[config.mk]
export PLATFORM = sky130hd
export DESIGN_NAME = relais_driver_flat
export DESIGN_NICKNAME = d
export VERILOG_FILES = /design/src/rtl/relais_driver_if.sv /design/src/rtl/relais_driver.sv /design/src/flat_wrapper.sv
export SDC_FILE = /design/constraint.sdc
export NUM_CORES = 1
export LEC_CHECK = 0
export CAP_MARGIN = 20
export CORE_MARGIN = 1.5
export CORE_UTILIZATION = 48
export DETAILED_ROUTE_END_ITERATION = 8
export PLACE_DENSITY = 0.84
export SKIP_CTS_REPAIR_TIMING = 1
export SLEW_MARGIN = 30
export SYNTH_ARGS = -nofsm -noshare
export SYNTH_HDL_FRONTEND = slang
export SYNTH_SLANG_ARGS = --single-unit
[constraint.sdc]
create_clock -name clk -period 2.3 [get_ports clk]
set_clock_uncertainty 0.1 [all_clocks]
set_input_delay 0.345 -clock clk [delete_from_list [all_inputs] [get_ports clk]]
set_output_delay 0.345 -clock clk [all_outputs]
set_load 0.01 [all_outputs]
[src/rtl/relais_driver_if.sv]
// Sample stream and relay status bundle for relais_driver.
// The controller drives the master side; relais_driver is the slave.
interface relais_driver_if #(
    parameter int W = 12
);
    logic         enable;
    logic         sample_valid;
    logic [W-1:0] sample;
    logic         drive;
    logic [1:0]   state;
    logic         dwell_busy;
    logic [15:0]  switch_count;

    modport master (
        output enable, sample_valid, sample,
        input  drive, state, dwell_busy, switch_count
    );

    modport slave (
        input  enable, sample_valid, sample,
        output drive, state, dwell_busy, switch_count
    );
endinterface

[src/rtl/relais_driver.sv]
// Relay drive stage: hysteretic threshold compare, consecutive-sample debounce
// and minimum on/off dwell, with a saturating wear counter of drive transitions.
module relais_driver #(
    parameter int W       = 12,
    parameter int VT      = 2048,
    parameter int VH      = 205,
    parameter int DEB     = 4,
    parameter int MIN_ON  = 16,
    parameter int MIN_OFF = 16
) (
    input  logic      clk,
    input  logic      rst,
    relais_driver_if.slave io_bus
);
    typedef enum logic [1:0] {
        ST_OFF     = 2'd0,
        ST_ARM_ON  = 2'd1,
        ST_ON      = 2'd2,
        ST_ARM_OFF = 2'd3
    } state_t;

    // Thresholds are clamped into the sample code range before narrowing.
    localparam int MAX_CODE = (1 << W) - 1;
    localparam int TH_ON_I  = (VT + VH > MAX_CODE) ? MAX_CODE : VT + VH;
    localparam int TH_OFF_I = (VT > VH) ? VT - VH : 0;
    localparam logic [W:0]  TH_ON     = TH_ON_I[W:0];
    localparam logic [W:0]  TH_OFF    = TH_OFF_I[W:0];
    localparam logic [7:0]  DEB_C     = 8'(DEB);
    localparam logic [15:0] MIN_ON_C  = 16'(MIN_ON);
    localparam logic [15:0] MIN_OFF_C = 16'(MIN_OFF);

    state_t      r_state;
    logic        r_drive;
    logic [7:0]  r_count;
    logic [15:0] r_dwell;
    logic        r_dwellBusy;
    logic [15:0] r_switchCount;

    logic [W:0]  w_sampleExt;
    logic        w_valid;
    logic        w_hi;
    logic        w_lo;
    logic        w_toward;
    logic [7:0]  w_countInc;
    logic [7:0]  w_countNext;
    logic        w_armDone;
    logic [15:0] w_dwellDec;
    logic [15:0] w_switchInc;

    assign w_sampleExt = {1'b0, io_bus.sample};
    assign w_valid     = io_bus.sample_valid;
    assign w_hi        = w_valid && (w_sampleExt > TH_ON);
    assign w_lo        = w_valid && (w_sampleExt < TH_OFF);
    assign w_toward    = ((r_state == ST_ON) || (r_state == ST_ARM_OFF)) ? w_lo : w_hi;
    assign w_countInc  = (r_count >= DEB_C) ? DEB_C : r_count + 8'd1;
    assign w_countNext = w_toward ? w_countInc : r_count;
    // A full debounce count switches only once the dwell was already zero before the edge.
    assign w_armDone   = (w_countNext == DEB_C) && (r_dwell == 16'd0);
    assign w_dwellDec  = (r_dwell == 16'd0) ? 16'd0 : r_dwell - 16'd1;
    assign w_switchInc = (r_switchCount == 16'hFFFF) ? r_switchCount : r_switchCount + 16'd1;

    always_ff @(posedge clk or posedge rst) begin
        if (rst) begin
            r_state       <= ST_OFF;
            r_drive       <= 1'b0;
            r_count       <= 8'd0;
            r_dwell       <= 16'd0;
            r_dwellBusy   <= 1'b0;
            r_switchCount <= 16'd0;
        end else begin
            r_dwell     <= w_dwellDec;
            r_dwellBusy <= (w_dwellDec != 16'd0);
            if (!io_bus.enable) begin
                // Disable forces the relay off immediately, overriding any minimum-on dwell.
                r_state <= ST_OFF;
                r_count <= 8'd0;
                if (r_drive) begin
                    r_drive       <= 1'b0;
                    r_dwell       <= MIN_OFF_C;
                    r_dwellBusy   <= (MIN_OFF_C != 16'd0);
                    r_switchCount <= w_switchInc;
                end
            end else begin
                case (r_state)
                    ST_OFF, ST_ARM_ON: begin
                        if (w_valid && !w_hi) begin
                            r_state <= ST_OFF;
                            r_count <= 8'd0;
                        end else if (w_armDone) begin
                            r_state       <= ST_ON;
                            r_drive       <= 1'b1;
                            r_count       <= 8'd0;
                            r_dwell       <= MIN_ON_C;
                            r_dwellBusy   <= (MIN_ON_C != 16'd0);
                            r_switchCount <= w_switchInc;
                        end else if (w_hi) begin
                            r_state <= ST_ARM_ON;
                            r_count <= w_countNext;
                        end
                    end
                    ST_ON, ST_ARM_OFF: begin
                        if (w_valid && !w_lo) begin
                            r_state <= ST_ON;
                            r_count <= 8'd0;
                        end else if (w_armDone) begin
                            r_state       <= ST_OFF;
                            r_drive       <= 1'b0;
                            r_count       <= 8'd0;
                            r_dwell       <= MIN_OFF_C;
                            r_dwellBusy   <= (MIN_OFF_C != 16'd0);
                            r_switchCount <= w_switchInc;
                        end else if (w_lo) begin
                            r_state <= ST_ARM_OFF;
                            r_count <= w_countNext;
                        end
                    end
                    default: begin
                        r_state <= ST_OFF;
                        r_count <= 8'd0;
                    end
                endcase
            end
        end
    end

    assign io_bus.drive        = r_drive;
    assign io_bus.state        = r_state;
    assign io_bus.dwell_busy   = r_dwellBusy;
    assign io_bus.switch_count = r_switchCount;
endmodule

[src/flat_wrapper.sv]
// flat-port wrapper written by rule: the top's interface ports become plain ports
module relais_driver_flat 
#(
    parameter int W       = 12,
    parameter int VT      = 2048,
    parameter int VH      = 205,
    parameter int DEB     = 4,
    parameter int MIN_ON  = 16,
    parameter int MIN_OFF = 16
)
  (clk, rst, io_bus_enable, io_bus_sample_valid, io_bus_sample, io_bus_drive, io_bus_state, io_bus_dwell_busy, io_bus_switch_count);
  relais_driver_if #(.W(W)) io_bus_i ();
  input  logic clk;
  input  logic rst;
  input wire logic [$bits(io_bus_i.enable)-1:0] io_bus_enable;
  input wire logic [$bits(io_bus_i.sample_valid)-1:0] io_bus_sample_valid;
  input wire logic [$bits(io_bus_i.sample)-1:0] io_bus_sample;
  output wire logic [$bits(io_bus_i.drive)-1:0] io_bus_drive;
  output wire logic [$bits(io_bus_i.state)-1:0] io_bus_state;
  output wire logic [$bits(io_bus_i.dwell_busy)-1:0] io_bus_dwell_busy;
  output wire logic [$bits(io_bus_i.switch_count)-1:0] io_bus_switch_count;
  assign io_bus_i.enable = io_bus_enable;
  assign io_bus_i.sample_valid = io_bus_sample_valid;
  assign io_bus_i.sample = io_bus_sample;
  assign io_bus_drive = io_bus_i.drive;
  assign io_bus_state = io_bus_i.state;
  assign io_bus_dwell_busy = io_bus_i.dwell_busy;
  assign io_bus_switch_count = io_bus_i.switch_count;
  relais_driver #(.W(W), .VT(VT), .VH(VH), .DEB(DEB), .MIN_ON(MIN_ON), .MIN_OFF(MIN_OFF)) u_core (.clk(clk), .rst(rst), .io_bus(io_bus_i));
endmodule
# Yosys cells after proc, flatten, opt, wreduce, memory -nomap -nowiden

Index checks and enable logic that the tools add are counted.

Bits in registers: 44

Multiplexer cells: 45
Magnitude comparators: 3
Add/sub/neg operators: 3
Eq/ne operators: 11
Reductions and logical operators: 17

Operator list:

| kind                                                                                | number |
|---|---|
| 16-bit two-way mux                                                                  | 12 |
| 8-bit two-way mux                                                                   | 9 |
| 16-bit case mux with 2 select lines                                                 | 2 |
| 16-bit by 1-bit adder with 16-bit output, second input constant                     | 1 |
| 16-bit == test, second input constant                                               | 1 |
| 16-bit logical NOT                                                                  | 1 |
| 8-bit case mux with 2 select lines                                                  | 1 |
| 16-bit nonzero test                                                                 | 1 |
| 16-bit by 1-bit subtractor with 16-bit output, second input constant                | 1 |
| 2-bit two-way mux                                                                   | 7 |
| 12-bit greater-than comparator, second input constant                               | 1 |
| 12-bit by 11-bit less-than comparator with 1-bit output, second input constant      | 1 |
| 1-bit two-way mux                                                                   | 11 |
| 5-bit by 2-bit inequality test with 1-bit output, second input constant             | 2 |
| 8-bit by 1-bit adder with 8-bit output, second input constant                       | 1 |
| 8-bit by 3-bit == test with 1-bit output, second input constant                     | 1 |
| 8-bit by 3-bit greater-or-equal comparator with 1-bit output, second input constant | 1 |
| 3-bit by 2-bit inequality test with 1-bit output, second input constant             | 2 |
| 3-bit inequality test, second input constant                                        | 2 |
| 1-bit logical AND                                                                   | 5 |
| 2-bit == test, second input constant                                                | 2 |
| 1-bit case mux with 2 select lines                                                  | 2 |
| 2-bit case mux with 2 select lines                                                  | 1 |
| 4-bit AND reduction                                                                 | 1 |
| 8 further kinds                                                                     | 10 |

# Logic depth before layout (Yosys ltp)

Depth after elaboration: 10
Gate-level depth with buffers: 10
Depth with buffers taken out: 9

# Worst setup path after synthesis

No wires, ideal clock.

Kind: in2reg
Start: input port io_bus_sample[10]
End: register u_core.r_dwellBusy (netlist: u_core.io_bus.dwell_busy)
Stages: 8
Setup slack: -412 ps
Data arrival time: 2481 ps
Required time: 2069 ps
Cell sequence: or3_4 > or4_4 > a21o_1 > o22a_4 > mux2i_4 > or2b_1 > nand3_1 > or3_1

Word-level cells in the longest chain between the ends: 10

RTL lines:

| what                                                                                                             | RTL line                                  | source |
|---|---|---|
| from (decl)                                                                                                      | flat_wrapper.sv:17                        | `input wire logic [$bits(io_bus_i.sample)-1:0] io_bus_sample;` |
| 12-bit greater-than comparator / 12-bit by 11-bit less-than comparator with 1-bit output (equally long branches) | relais_driver.sv:52, relais_driver.sv:53  |  |
| 1-bit logical AND, on equally long branches                                                                      | relais_driver.sv:52, relais_driver.sv:53  |  |
| 1-bit two-way mux                                                                                                | relais_driver.sv:54                       | `assign w_toward = ((r_state == ST_ON) \|\| (r_state == ST_ARM_OFF)) ? w_lo : w_hi;` |
| 8-bit two-way mux                                                                                                | relais_driver.sv:56                       | `assign w_countNext = w_toward ? w_countInc : r_count;` |
| 8-bit by 3-bit == test with 1-bit output                                                                         | relais_driver.sv:58                       | `assign w_armDone = (w_countNext == DEB_C) && (r_dwell == 16'd0);` |
| 1-bit logical AND                                                                                                | relais_driver.sv:58                       |  |
| 1-bit two-way mux                                                                                                | relais_driver.sv:89, relais_driver.sv:105 |  |
| 1-bit two-way mux, on equally long branches                                                                      | relais_driver.sv:102, relais_driver.sv:86 |  |
| 1-bit case mux with 2 select lines *                                                                             | relais_driver.sv:84                       | `case (r_state)` |
| 1-bit two-way mux *                                                                                              | relais_driver.sv:73                       | `if (!io_bus.enable) begin` |
| to (signal assigned)                                                                                             | relais_driver.sv:72                       | `r_dwellBusy <= (w_dwellDec != 16'd0);` |
| to (signal assigned)                                                                                             | relais_driver.sv:94                       | `r_dwellBusy <= (MIN_ON_C != 16'd0);` |
| to (signal assigned)                                                                                             | relais_driver.sv:110                      | `r_dwellBusy <= (MIN_OFF_C != 16'd0);` |
| to (decl)                                                                                                        | relais_driver.sv:36                       | `logic r_dwellBusy;` |

Every way passes the cells marked *; elsewhere a longest branch is shown, timed or not.
A chain may end at the register's enable or synchronous reset.

# Worst setup path in the final report

Start: input port io_bus_sample[9]
End: register u_core.r_switchCount[15] (netlist: u_core.io_bus.switch_count[15])

Word-level cells in the longest chain between the ends: 10

RTL lines:

| what                                                                                                             | RTL line                                 | source |
|---|---|---|
| 12-bit greater-than comparator / 12-bit by 11-bit less-than comparator with 1-bit output (equally long branches) | relais_driver.sv:52, relais_driver.sv:53 |  |
| 1-bit logical AND, on equally long branches                                                                      | relais_driver.sv:52, relais_driver.sv:53 |  |
| 1-bit two-way mux                                                                                                | relais_driver.sv:54                      |  |
| 8-bit two-way mux                                                                                                | relais_driver.sv:56                      |  |
| 8-bit by 3-bit == test with 1-bit output                                                                         | relais_driver.sv:58                      |  |
| 1-bit logical AND                                                                                                | relais_driver.sv:58                      |  |
| 16-bit two-way mux                                                                                               | n/a                                      |  |
| 16-bit two-way mux, on equally long branches                                                                     | n/a                                      |  |
| 16-bit case mux with 2 select lines                                                                              | n/a                                      |  |
| 16-bit two-way mux                                                                                               | n/a                                      |  |
| to (signal assigned)                                                                                             | relais_driver.sv:81                      | `r_switchCount <= w_switchInc;` |
| to (signal assigned)                                                                                             | relais_driver.sv:95                      | `r_switchCount <= w_switchInc;` |
| to (signal assigned)                                                                                             | relais_driver.sv:111                     | `r_switchCount <= w_switchInc;` |
| to (decl)                                                                                                        | relais_driver.sv:37                      | `logic [15:0] r_switchCount;` |

Several ways; a longest one is shown, not always the timed one. The select of a mux whose other input is x is not followed.

==> impl_metrics.toml <==
[worst_setup_path]
critical_path.max_stage_delay_ps = 540
worstReg2RegStart = "u_core.r_dwell[8]"
cp-startpoint = "io_bus_sample[9]"
path_class = "input port to flop"
startpoint_type = "input port"
cp.required_ps = 2430
end_kind = "flop"
worstPathCellList = "buf_6 -> or3_4 -> or4_4 -> a21o_1 -> o22a_4 -> mux2i_4 -> o21a_4 -> nand4_1 -> xnor2_1"
cp.arrival_ps = 2670
crit_fanout = 8
cp_slowest_cell = "or4_4"

[route]
wl_per_cell_um = 14.9
drc_errors = 0
drtIter0Drc = 201
num_vias = 2178
drt_wl_total_um = 5940
firstDrtPassIters = 6
viasPerCell = 5.47
ant_nets = 0

[power_and_ir_drop]
sequentialPowerShare_pct = 37.9
p_comb_share_pct = 40.0
p_switching_mw = 0.994
p_int_mw = 1.80
p_leak_nw = 1.53
peakVddDrop_uv = 645
p_sw_share_pct = 35.7
clkPwrFrac_pct = 22.1
power_density_nw_per_um2 = 844

[layout]
seq_area_um2 = 1100
fillers = 358
synthToLayoutAreaGrowth_pct = 39.2
n_antenna_cell = 0
layout-drive-gt1-share_pct = 22.7
finalNetCount = 350
final_core_util_pct = 69.5
multiInputGateArea_um2 = 1300

[cts]
htree_levels = 2
clock_sinks = 44
cts_buffer_depth = 2
root_buffer = "clkbuf_8"
cts_tree = "built"
clk_pin_slew_ps = 90
clk_latency_ps = 310
numCtsBuffers = 5

[floorplanning]
die-height_um = 73.3
core_area_um2 = 4750
fp.dieW_um = 73.3
io_pins = 36
rows = 25
initial_core_util_pct = 49.9
dieArea_um2 = 5380

[timing]
setup_viol = 29
finalMaxSlewViolations = 0
min_period_ps = 2540
fin_hold_ws_ps = 246
relSlewSlack_pct = 68.6
finalWorstSetupSlack_ps = -244
fmax_ghz = 0.393
rsz0062_at_grt = "true"
final.period_utilization_pct = 111
hold_violations = 0
worst_slew_pin_slew_ps = 470

[logic_synthesis]
synth_area_leaders = "dfrtp_1 46%, xnor2_1 7.7%, nor2_1 4.9%"
synth_top_area_share_pct = 46.4
synth_edf_count = 0
synth_top_flop_cell = "dfrtp_1"
yosysTopAreaCell = "dfrtp_1"
synth.avg_cell_area_um2 = 9.42
async_reset_ff_share_pct = 100
synth.most_common_cell = "dfrtp_1"
yosysUniqueCellTypes = 48
synth_area_um2 = 2370
ys_ff_latch = 44
ys_seq_area_share_pct = 46.4
synth_warnings = 0
synthTopCellsByCount = "44 x dfrtp_1, 31 x nor2_1, 25 x nand2_1"
syn-num-nets = 272
syn_inst = 252

[outcome]
status = "finished, violations left"
violations = "setup timing"

[global_routing]
track_usage_pct = 21.6
grt_pass1_vias = 2098
grt_max_degree = 22
grt_pass1_wl_um = 9110
overflow = 0
antenna_found_initial = 0

[placement]
numPortBuffers = 35
gp_congestion = 0.912
pre_cts_slack_ps = -928
dp_hpwl_um = 3990

[worst_hold_path]
hold_path_class = "input port to asynchronous set/reset pin"

[run]
maxCapViolations = 0
## stage by stage
stage / power [mW] / area [um^2] / setup TNS [ps] / instances
6_report: 2.79 / 3310 / -5200 / 398
2_1_floorplan: 1.63 / 2380 / -7520 / 252
4_1_cts: 2.71 / 3180 / -14110 / 394
3_3_place_gp: 2.05 / 3060 / -21700 / 386
5_1_grt: 2.95 / 3310 / -6550 / 398
3_5_place_dp: 2.08 / 3060 / -23620 / 386
## kinds of logic after synthesis
family	count (synthesis)	synth area share, %
xor gates and xnor gates	24	8.85
AOI/OAI and AO/OA	35	10.3
and+or+nand+nor	126	27.5
buffers and inverters	16	3.00
adders and majority gates	4	2.11
DFF	44	46.4
muxes	3	1.84
## power groups by stage
stage	Sequential [mW]	Clock (mW)	Combinational, mW
after global routing	1.08	0.653	1.22
after floorplan	1.07	0	0.567
after global placement	1.06	0	0.992
final	1.06	0.616	1.12
after detailed placement	1.07	0	1.02
after CTS	1.05	0.623	1.03
## layer usage
layer  part of all wire [%]  vias up  wire length (um)  GRT usage, %
met3                    4.8       10               286          4.53
met2                     49       69              2900          34.1
met1                     45     1054              2660          28.7
li1                       -     1045                 -             -
met5                      0        -                 0             0
met4                    1.6        0                93          9.47
## layout make-up
type	instances	share of cell area, %
multi-input combinational	193	39.2
clock inverter	3	1.40
tap	67	2.54
sequential	44	33.3
clock buffer	5	2.08
timing repair buffer	76	20.3
inverter	10	1.14
## placed cells by master (no fill, tap or decap), types with 3 or more instances in the layout
| master | synthesis | layout |
|---|---|---|
| nand3_1 | 10 | 9 |
| xnor2_1 | 21 | 21 |
| nand2_1 | 25 | 24 |
| dlymetal6s2s_1 | 0 | 9 |
| a21oi_2 | 0 | 3 |
| buf_4 | 0 | 41 |
| clkdlybuf4s50_1 | 0 | 23 |
| and2_1 | 7 | 7 |
| nand4_1 | 10 | 10 |
| and3_1 | 5 | 5 |
| dfrtp_1 | 44 | 44 |
| a21oi_1 | 10 | 7 |
| inv_1 | 10 | 10 |
| o21ai_0 | 8 | 7 |
| nor2_1 | 31 | 29 |
| xor2_1 | 3 | 3 |
| nor3_1 | 13 | 12 |
| ha_1 | 4 | 4 |
| clkbuf_8 | 0 | 5 |
| nor4_1 | 4 | 3 |
## worst max-delay path: cells and delay by family
kind	cells	cell delay, ps
simple gates	3	1070
compound gates	3	700
mux	1	250
buf+inv	1	100
xor+xnor	1	210
## state kept, by name, summed over array words and instances (netlist names)
signal / cells
u_core.r_dwell: 16
u_core.r_count: 8
u_core.io_bus.switch_count: 16
u_core.io_bus.drive: 1
u_core.io_bus.dwell_busy: 1
u_core.io_bus.state: 2
## final timing paths
check / endpoint / slack (ps) / cells after the start
worst min register to register: u_core.r_count[7] / 380 / 1
max in group asynchronous: u_core.r_dwell[7] / 1200 / 3
worst min-delay path: u_core.io_bus.switch_count[4] / 250 / 2
worst max register to register: u_core.io_bus.switch_count[15] / -90 / 7
worst max-delay path: u_core.io_bus.switch_count[15] / -240 / 9
min in group clk: u_core.r_count[7] / 380 / 1
Power figures use the tool's default switching activity.
